--- src/rtl/mem_pkg.sv ---
// Shared definitions for the memory-stage access unit: control-word fields,
// access sizes, FSM states and the default ACK timeout.
package mem_pkg;

  localparam int CTRL_SZ_HI = 6;
  localparam int CTRL_SZ_LO = 5;
  localparam int CTRL_STORE = 4;
  localparam int CTRL_ADD   = 3;
  localparam int CTRL_PRE   = 2;
  localparam int CTRL_FWD   = 1;
  localparam int CTRL_WB    = 0;

  localparam int TIMEOUT_DEF = 16;

  typedef enum logic [1:0] {
    SZ_WORD = 2'b00,
    SZ_HALF = 2'b01,
    SZ_BYTE = 2'b10
  } mem_size_e;

  typedef enum logic [1:0] {
    ST_IDLE   = 2'b00,
    ST_ACCESS = 2'b01,
    ST_FINISH = 2'b10
  } mem_state_e;

endpackage

--- src/rtl/mem_lane_align.sv ---
// Combinational lane logic: byte enables, store-data replication and load
// extraction/rotation, keyed by access size and the low effective-address bits.
module mem_lane_align
  import mem_pkg::*;
(
  input  logic [1:0]  size_i,
  input  logic [1:0]  ea_lo_i,
  input  logic [31:0] wsrc_i,
  input  logic [31:0] rdata_i,
  output logic [3:0]  be_o,
  output logic [31:0] wdata_o,
  output logic [31:0] rdata_o
);

  logic [31:0] rot_s;

  // rotate read data right by 8*ea so the addressed byte lands in bits [7:0]
  always_comb begin
    rot_s = rdata_i;
    case (ea_lo_i)
      2'd0:    rot_s = rdata_i;
      2'd1:    rot_s = {rdata_i[7:0],  rdata_i[31:8]};
      2'd2:    rot_s = {rdata_i[15:0], rdata_i[31:16]};
      2'd3:    rot_s = {rdata_i[23:0], rdata_i[31:24]};
      default: rot_s = rdata_i;
    endcase
  end

  // size 2'b11 falls through to the byte handling
  always_comb begin
    be_o    = 4'b1111;
    wdata_o = wsrc_i;
    rdata_o = rot_s;
    case (size_i)
      SZ_WORD: begin
        be_o    = 4'b1111;
        wdata_o = wsrc_i;
        rdata_o = rot_s;
      end
      SZ_HALF: begin
        be_o    = ea_lo_i[1] ? 4'b1100 : 4'b0011;
        wdata_o = {2{wsrc_i[15:0]}};
        rdata_o = {16'h0000, (ea_lo_i[1] ? rdata_i[31:16] : rdata_i[15:0])};
      end
      default: begin
        be_o    = 4'b0001 << ea_lo_i;
        wdata_o = {4{wsrc_i[7:0]}};
        rdata_o = {24'h000000, rot_s[7:0]};
      end
    endcase
  end

endmodule

--- src/rtl/mem_access_unit.sv ---
// Memory-stage access unit: one data-memory transaction per START, with
// address generation, req/ack bus handshake, ACK timeout and load alignment.
module mem_access_unit
  import mem_pkg::*;
#(
  parameter int TIMEOUT = TIMEOUT_DEF,
  parameter int AW      = 32
) (
  input  logic          clk_i,
  input  logic          rst_n_i,
  input  logic          start_i,
  input  logic [6:0]    ctrl_i,
  input  logic [AW-1:0] base_i,
  input  logic [AW-1:0] offset_i,
  input  logic [31:0]   store_data_i,
  output logic          busy_o,
  output logic          done_o,
  output logic          err_o,
  output logic [31:0]   load_data_o,
  output logic [AW-1:0] wb_addr_o,
  output logic          wb_en_o,
  output logic          mem_req_o,
  output logic          mem_we_o,
  output logic [AW-1:0] mem_addr_o,
  output logic [3:0]    mem_be_o,
  output logic [31:0]   mem_wdata_o,
  input  logic [31:0]   mem_rdata_i,
  input  logic          mem_ack_i
);

  localparam int             CW       = $clog2(TIMEOUT) + 1;
  localparam logic [CW-1:0]  TMO_LAST = CW'(TIMEOUT - 1);

  mem_state_e    state_q, state_d;
  logic [CW-1:0] cnt_q, cnt_d;
  logic          tmo_s, ack_s, capture_s;

  logic [AW-1:0] sum_s, ea_s;
  logic [31:0]   src_s;

  logic [1:0]    size_q, ea_lo_q;
  logic          store_q, wb_q;
  logic [31:0]   src_q;
  logic [AW-1:0] mem_addr_q, wb_addr_q;

  logic          busy_q, done_q, err_q, wb_en_q;
  logic [31:0]   load_data_q;

  logic [3:0]    be_s;
  logic [31:0]   wdata_s, ld_align_s;

  assign capture_s = (state_q == ST_IDLE) && start_i;
  assign sum_s     = ctrl_i[CTRL_ADD] ? (base_i + offset_i) : (base_i - offset_i);
  assign ea_s      = ctrl_i[CTRL_PRE] ? sum_s : base_i;
  assign src_s     = ctrl_i[CTRL_FWD] ? load_data_q : store_data_i;

  mem_lane_align u_align (
    .size_i  (size_q),
    .ea_lo_i (ea_lo_q),
    .wsrc_i  (src_q),
    .rdata_i (mem_rdata_i),
    .be_o    (be_s),
    .wdata_o (wdata_s),
    .rdata_o (ld_align_s)
  );

  // next-state logic; the counter tracks ACCESS cycles spent without ACK
  always_comb begin
    state_d = state_q;
    cnt_d   = cnt_q;
    tmo_s   = 1'b0;
    ack_s   = 1'b0;
    case (state_q)
      ST_IDLE: begin
        if (start_i) begin
          state_d = ST_ACCESS;
          cnt_d   = '0;
        end else begin
          state_d = ST_IDLE;
        end
      end
      ST_ACCESS: begin
        if (mem_ack_i) begin
          state_d = ST_FINISH;
          ack_s   = 1'b1;
        end else if (cnt_q == TMO_LAST) begin
          state_d = ST_FINISH;
          tmo_s   = 1'b1;
        end else begin
          cnt_d = cnt_q + CW'(1);
        end
      end
      ST_FINISH: begin
        state_d = ST_IDLE;
        cnt_d   = '0;
      end
      default: begin
        state_d = ST_IDLE;
        cnt_d   = '0;
      end
    endcase
  end

  // FSM state and timeout counter
  always_ff @(posedge clk_i or negedge rst_n_i) begin
    if (!rst_n_i) begin
      state_q <= ST_IDLE;
      cnt_q   <= '0;
    end else begin
      state_q <= state_d;
      cnt_q   <= cnt_d;
    end
  end

  // command capture; only the fields needed after acceptance are kept
  always_ff @(posedge clk_i or negedge rst_n_i) begin
    if (!rst_n_i) begin
      size_q     <= 2'b00;
      ea_lo_q    <= 2'b00;
      store_q    <= 1'b0;
      wb_q       <= 1'b0;
      src_q      <= 32'h0000_0000;
      mem_addr_q <= '0;
      wb_addr_q  <= '0;
    end else if (capture_s) begin
      size_q     <= ctrl_i[CTRL_SZ_HI:CTRL_SZ_LO];
      ea_lo_q    <= ea_s[1:0];
      store_q    <= ctrl_i[CTRL_STORE];
      wb_q       <= ctrl_i[CTRL_WB];
      src_q      <= src_s;
      mem_addr_q <= {ea_s[AW-1:2], 2'b00};
      wb_addr_q  <= sum_s;
    end
  end

  // status pulses and the load result register
  always_ff @(posedge clk_i or negedge rst_n_i) begin
    if (!rst_n_i) begin
      busy_q      <= 1'b0;
      done_q      <= 1'b0;
      err_q       <= 1'b0;
      wb_en_q     <= 1'b0;
      load_data_q <= 32'h0000_0000;
    end else begin
      busy_q  <= (state_d == ST_ACCESS);
      done_q  <= (state_d == ST_FINISH);
      err_q   <= tmo_s;
      wb_en_q <= ack_s & wb_q;
      if (ack_s && !store_q) begin
        load_data_q <= ld_align_s;
      end
    end
  end

  // bus strobes come from registers, so reset drops them asynchronously
  assign busy_o      = busy_q;
  assign done_o      = done_q;
  assign err_o       = err_q;
  assign wb_en_o     = wb_en_q;
  assign load_data_o = load_data_q;
  assign wb_addr_o   = wb_addr_q;
  assign mem_req_o   = busy_q;
  assign mem_we_o    = busy_q & store_q;
  assign mem_addr_o  = mem_addr_q;
  assign mem_be_o    = busy_q ? be_s : 4'b0000;
  assign mem_wdata_o = busy_q ? wdata_s : 32'h0000_0000;

endmodule

--- config.mk ---
export PLATFORM = sky130hd
export DESIGN_NAME = mem_access_unit
export DESIGN_NICKNAME = d
export VERILOG_FILES = /design/src/rtl/mem_pkg.sv /design/src/rtl/mem_lane_align.sv /design/src/rtl/mem_access_unit.sv
export SDC_FILE = /design/constraint.sdc
export NUM_CORES = 1
export LEC_CHECK = 0
export ABC_AREA = 1
export CAP_MARGIN = 0
export CORE_UTILIZATION = 35
export DETAILED_ROUTE_END_ITERATION = 7
export PLACE_DENSITY = 0.66
export REMOVE_ABC_BUFFERS = 1
export SLEW_MARGIN = 25
export SYNTH_ARGS = -nofsm -noshare
export SYNTH_HDL_FRONTEND = slang
export SYNTH_HIERARCHICAL = 1
export SYNTH_SLANG_ARGS = --single-unit
--- constraint.sdc ---
create_clock -name clk_i -period 1.8 [get_ports clk_i]
set_input_delay 0.27 -clock clk_i [delete_from_list [all_inputs] [get_ports clk_i]]
set_output_delay 0.27 -clock clk_i [all_outputs]
set_load 0.01 [all_outputs]
# Word level (Yosys, flattened, before mapping)

Cells that the tools add are included.

Bitwise logic cells: 2
Eq/ne operators: 11
Shift-type cells: 1
Reductions and logical operators: 7
$add $sub $neg: 3
Muxes and demuxes: 24

Operators by type and width:

| cell                  | count |
|---|---|
| $mux W32              | 4 |
| $pmux W32 S2          | 2 |
| $pmux W32 S4          | 1 |
| $add A32 B32 Y32      | 1 |
| $sub A32 B32 Y32      | 1 |
| $mux W16              | 1 |
| $mux W5               | 3 |
| $pmux W5 S2           | 1 |
| $eq A2 B1 Y1 const B  | 4 |
| $mux W4               | 2 |
| $pmux W4 S2           | 1 |
| $eq A2 B2 Y1 const B  | 3 |
| $logic_not A2 Y1      | 3 |
| $mux W1               | 6 |
| $ne A2 B2 Y1 const B  | 3 |
| $add A5 B1 Y5 const B | 1 |
| $eq A5 B4 Y1 const B  | 1 |
| $mux W2               | 2 |
| $pmux W2 S2           | 1 |
| $shl A1 B2 Y4 const A | 1 |
| $reduce_and A3 Y1     | 1 |
| $and A1 B1 Y1         | 2 |
| $logic_and A1 B1 Y1   | 2 |
| $logic_not A1 Y1      | 1 |

Word-level logic and storage cells: 62
Register bits after elaboration: 143

# Depth between registers and ports, before layout

Depth in word-level cells: 5
Mapped depth: 25

# Cells and area by module

The synthesis kept the hierarchy.

By module, submodules not included:

| module          | cells an instance | times used | sequential area each (µm²) | area each (µm²) |
|---|---|---|---|---|
| mem_access_unit | 1432              | 1          | 3578.4                     | 9606.7 |
| mem_lane_align  | 414               | 1          | 0.0                        | 1833.0 |

# Worst setup path before layout

No wires, ideal clock.

Kind: in2reg
Start point: input offset_i[1]
End point: register mem_addr_q[31] (netlist: mem_addr_o[31])
Slack: -725 ps
Data required time: 1684 ps
Cell stages on the path: 23
Arrival time: 2408 ps
Setup time: 116 ps
Cell sequence: inv_1 ha_1 nand4_1 nor2_2 nand2_2 nand2_1 nand2_1 inv_2 nand2_1 xor2_1 ha_1 nand2_1 inv_1 a21oi_1 nand2_1 nand2_1 nand2_1 inv_2 nand2_1 nand2_1 nand3_1 nand2_1 nand2_1

Longest elaborated chain between the ends: 3

Ends and longest elaborated chain:

| element                                                     | line                   | RTL |
|---|---|---|
| start: declaration                                          | mem_access_unit.sv:14  | `input logic [AW-1:0] offset_i,` |
| $sub A32 B32 Y32 / $add A32 B32 Y32 (equally long branches) | mem_access_unit.sv:53  | `assign sum_s = ctrl_i[CTRL_ADD] ? (base_i + offset_i) : (base_i - offset_i);` |
| $mux W32 (*)                                                | mem_access_unit.sv:53  |  |
| $mux W32 (*)                                                | mem_access_unit.sv:54  | `assign ea_s = ctrl_i[CTRL_PRE] ? sum_s : base_i;` |
| end signal: assignment                                      | mem_access_unit.sv:131 | `mem_addr_q <= {ea_s[AW-1:2], 2'b00};` |
| end: declaration                                            | mem_access_unit.sv:44  | `logic [AW-1:0] mem_addr_q, wb_addr_q;` |

Every way passes the cells marked *; elsewhere a longest branch is shown, timed or not.
A chain may end at the register's enable or synchronous reset.

# Worst setup path after layout

Start point: input offset_i[0]
End point: register mem_addr_q[28] (netlist: mem_addr_o[28])

Same word-level chain as after synthesis.

==> metrics <==
total core area about 32000 um^2; status finished, violations left; pin count of the biggest net entering global routing 65; Fin. Hold Viols 0; Hold Crit Start base_i[0]; FFs w/ async S/R, synth 100%; pwr dens 1310 nW/um^2; required time of the critical path 2.13 ns; R2R depth 10; Ports 277; ant diodes 0; mapped cell area ~11000 um^2; Hold Path Class in -> reg; GPL Wtd Cong 0.919; Clock Skew 0.0134 ns; synthesized flop and latch total approximately 140; drt pass-1 iters 6; final setup TNS -33.19 ns; failing checks setup timing; Max-cap violations 0; HPWL Detailed 31800 um; latest clock arrival within the worst-skew pair 0.45 ns; slew margin rel. around three fifths; Clock Path Buffers 2; Switch Pwr 11.2 mW; vias post-DR 14200; Pint 15.0 mW; number of global-route vias before repair 13600; multi-input logic area 8910 um^2; FF/Latch Area between 3000 and 4000 um^2; crit path from offset_i[0]; critical path endpoint mem_addr_o[28]$_DFFE_PN0P_; Die Area roughly 33000 um^2; Die Ht roughly 180 um; Logic pwr share 61.6%; crit start category input pin; switching share of power a little over two fifths; crit path kind in -> reg; Filler Cells Inserted 2681; final wirelength 49400 um; Rows 65; slew at the pin with the worst max-slew slack 0.607 ns; setup violators final 83; Tmin final 2.49 ns; DR DRC count 0; Max Fanout on Critical Path 3; Synth-to-Final Area Change 75.0%; Clock Power Share 15.7%; # nets final 2526; met1 Use GR 32.4%; H-tree Lvls 4; first-pass GRT wire length a little over 70000 um; IO Port Bufs 274; layout cells sized above 1 36.2%; crit end category flop; register area share after synthesis approximately 31%; Post-synth EDFFs 0; worst reg2reg path endpoint load_data_o[10]$_DFFE_PN0P_; GRT overflow 0; number of CTS-inserted buffers 17; Gate Count Post-Synth 1846; clk root buf clkbuf_16; yosys warns 6; TritonCTS Sinks about 140; DRT iter0 DRCs 1127; Seq pwr share 22.7%; wire per inst around 18 um; fin. max-slew vios 0; Lkg Pwr 10.0 nW; Yosys cell types 41; Main synth FF type dfrtp_1; final worst slack -0.692 ns; vias per std cell 5.08; FMAX between 0.4 and 0.5 GHz; RSZ-0062 raised after global routing true; clock slew seen by the registers of the worst setup and hold paths 0.06 ns; FF-to-FF setup slack 0.05 ns; Initial Util 35.9%; met3 Usage GRT 4.07%; GR Layer Usage met2 47.7%; final antenna-violating net count 0; grt peak-use layer met2; Avg Inst Size Synth between 6 and 7 um^2; worst path arrival time approximately 2.8 ns; Pwr Total 26.2 mW; Max VDD drop 0.000760 V; CTS tree done; Tcrit/Tclk final 138%; antenna violations before repair 0; worst r2r src size_q[1]$_DFFE_PN0P_; die width 183 um; Tot GR Track Use 27.2%
==> cell usage after synthesis (10+ instances only) <==
master,n,share of area [%]
nand2_1,658,22
inv_1,230,7.5
nor2_1,201,6.6
dfrtp_1,143,31
o21ai_0,121,5.3
a21oi_1,95,4.2
nand3_1,93,4.1
ha_1,41,4.5
buf_2,31,1.4
xor2_1,30,2.3
clkbuf_1,28,0.92
buf_4,21,1.4
a31oi_1,19,1.0
o21ai_1,19,0.83
nand2_2,15,0.82
inv_2,14,0.46
nor2_2,10,0.55
nor3_1,10,0.44
xnor2_1,10,0.77
==> stage by stage <==
stage / cell area, um^2 / worst slack [ns] / instances / hold WS [ns] / utilization, %
6_report: 20000 / -0.692 / 2793 / 0.332 / 62.8
5_1_grt: 20000 / -0.798 / 2793 / 0.330 / 62.8
4_1_cts: 18200 / -0.597 / 2759 / 0.299 / 57.1
3_5_place_dp: 15900 / -1.63 / 2659 / 0.240 / 49.7
3_3_place_gp: 15900 / -1.61 / 2659 / 0.238 / 49.7
2_1_floorplan: 11000 / -2.23 / 1760 / -0.0256 / -
==> cell usage in the layout, fill, tap and decap left out, types with 23 or more instances in the layout <==
| cell type | n |
|---|---|
| inv_1 | 182 |
| buf_4 | 205 |
| nand2_2 | 142 |
| inv_2 | 50 |
| o21ai_0 | 100 |
| nor2_4 | 31 |
| nand2_1 | 466 |
| ha_4 | 25 |
| buf_6 | 68 |
| nand3_1 | 69 |
| clkdlybuf4s50_1 | 205 |
| nor2_1 | 166 |
| nand2_4 | 61 |
| a21oi_1 | 70 |
| dfrtp_1 | 139 |
| buf_2 | 33 |
| o21ai_1 | 23 |
==> what timing repair did <==
| item | in CTS | in global routing |
|---|---|---|
| endpoints found under the hold margin | 40 | 0 |
| setup buffers | 62 | 43 |
| gates cloned | 7 | 0 |
| resized for setup | 515 | 404 |
| hold buffers | 1 | 0 |
| pin swaps | 131 | 241 |
| setup endpoints to repair | 101 | 127 |
==> final cells by class <==
type / instances / area share [%]
multi-input cells: 1372 / 44.5
repair buffers: 566 / 26.7
flip-flops and latches: 143 / 17.9
inverters: 245 / 4.78
well taps: 435 / 2.72
clock buffers: 23 / 2.44
clock inverters: 9 / 0.894
==> flip-flops by register name, indices dropped and copies added, names as in the netlist <==
signal	cells
state_q	2
wb_addr_o	32
cnt_q	5
src_q	32
err_o	1
busy_o	1
size_q	2
done_o	1
wb_q	1
wb_en_o	1
mem_addr_o	30
ea_lo_q	2
store_q	1
load_data_o	32
==> power by group through the flow <==
| stage | combinational [mW] | sequential (mW) | clock [mW] |
|---|---|---|---|
| finish | 16.2 | 5.94 | 4.12 |
| global route | 17.4 | 6.11 | 4.29 |
| CTS | 14.3 | 5.84 | 4.16 |
| detailed placement | 12.4 | 5.78 | 0 |
| global placement | 12.2 | 5.77 | 0 |
| floorplan | 5.44 | 6.25 | 0 |
==> kinds of logic after synthesis <==
logic type      after synthesis  synth area share [%]
buf+inv                     332                  12.1
flops                       143                  31.3
other cells                   1                0.0328
mux                           1                0.0875
xor+xnor                     40                  3.06
compound gates              277                  13.0
fa+ha+maj                    42                  4.66
simple gates               1010                  35.8
==> how the worst min path moves through the flow <==
stage / end / depth (start not counted)
finish: ea_lo_q[0]$_DFFE_PN0P_ / 3
CTS: ea_lo_q[0]$_DFFE_PN0P_ / 3
global placement: src_q[28]$_DFFE_PN0P_ / 1
detailed placement: src_q[28]$_DFFE_PN0P_ / 1
global route: wb_addr_o[0]$_DFFE_PN0P_ / 5
floorplan: busy_o$_DFF_PN0_ / 0
==> layer usage <==
layer / wire [um] / share of wire (%)
met1: 19300 / 39
met2: 24500 / 50
met3: 3000 / 6.1
met4: 2550 / 5.2
met5: 0 / 0
==> worst max-delay path, stage by stage <==
cell and delay (ns):
buf_6 0.10, inv_4 0.05, ha_4 0.12, nand4_1 0.20, nor2_4 0.20, nand2_4 0.09
o31ai_4 0.22, buf_6 0.15, xor2_4 0.23, ha_4 0.26, nand2_4 0.11, nor2_4 0.06
nand2_2 0.08, buf_4 0.12, inv_2 0.04, a21oi_4 0.17, nand2_2 0.08, nand2_2 0.09
nand3_2 0.06, nand2_1 0.06, nand2_1 0.04
Note: power is estimated with default switching activity, not from simulation.
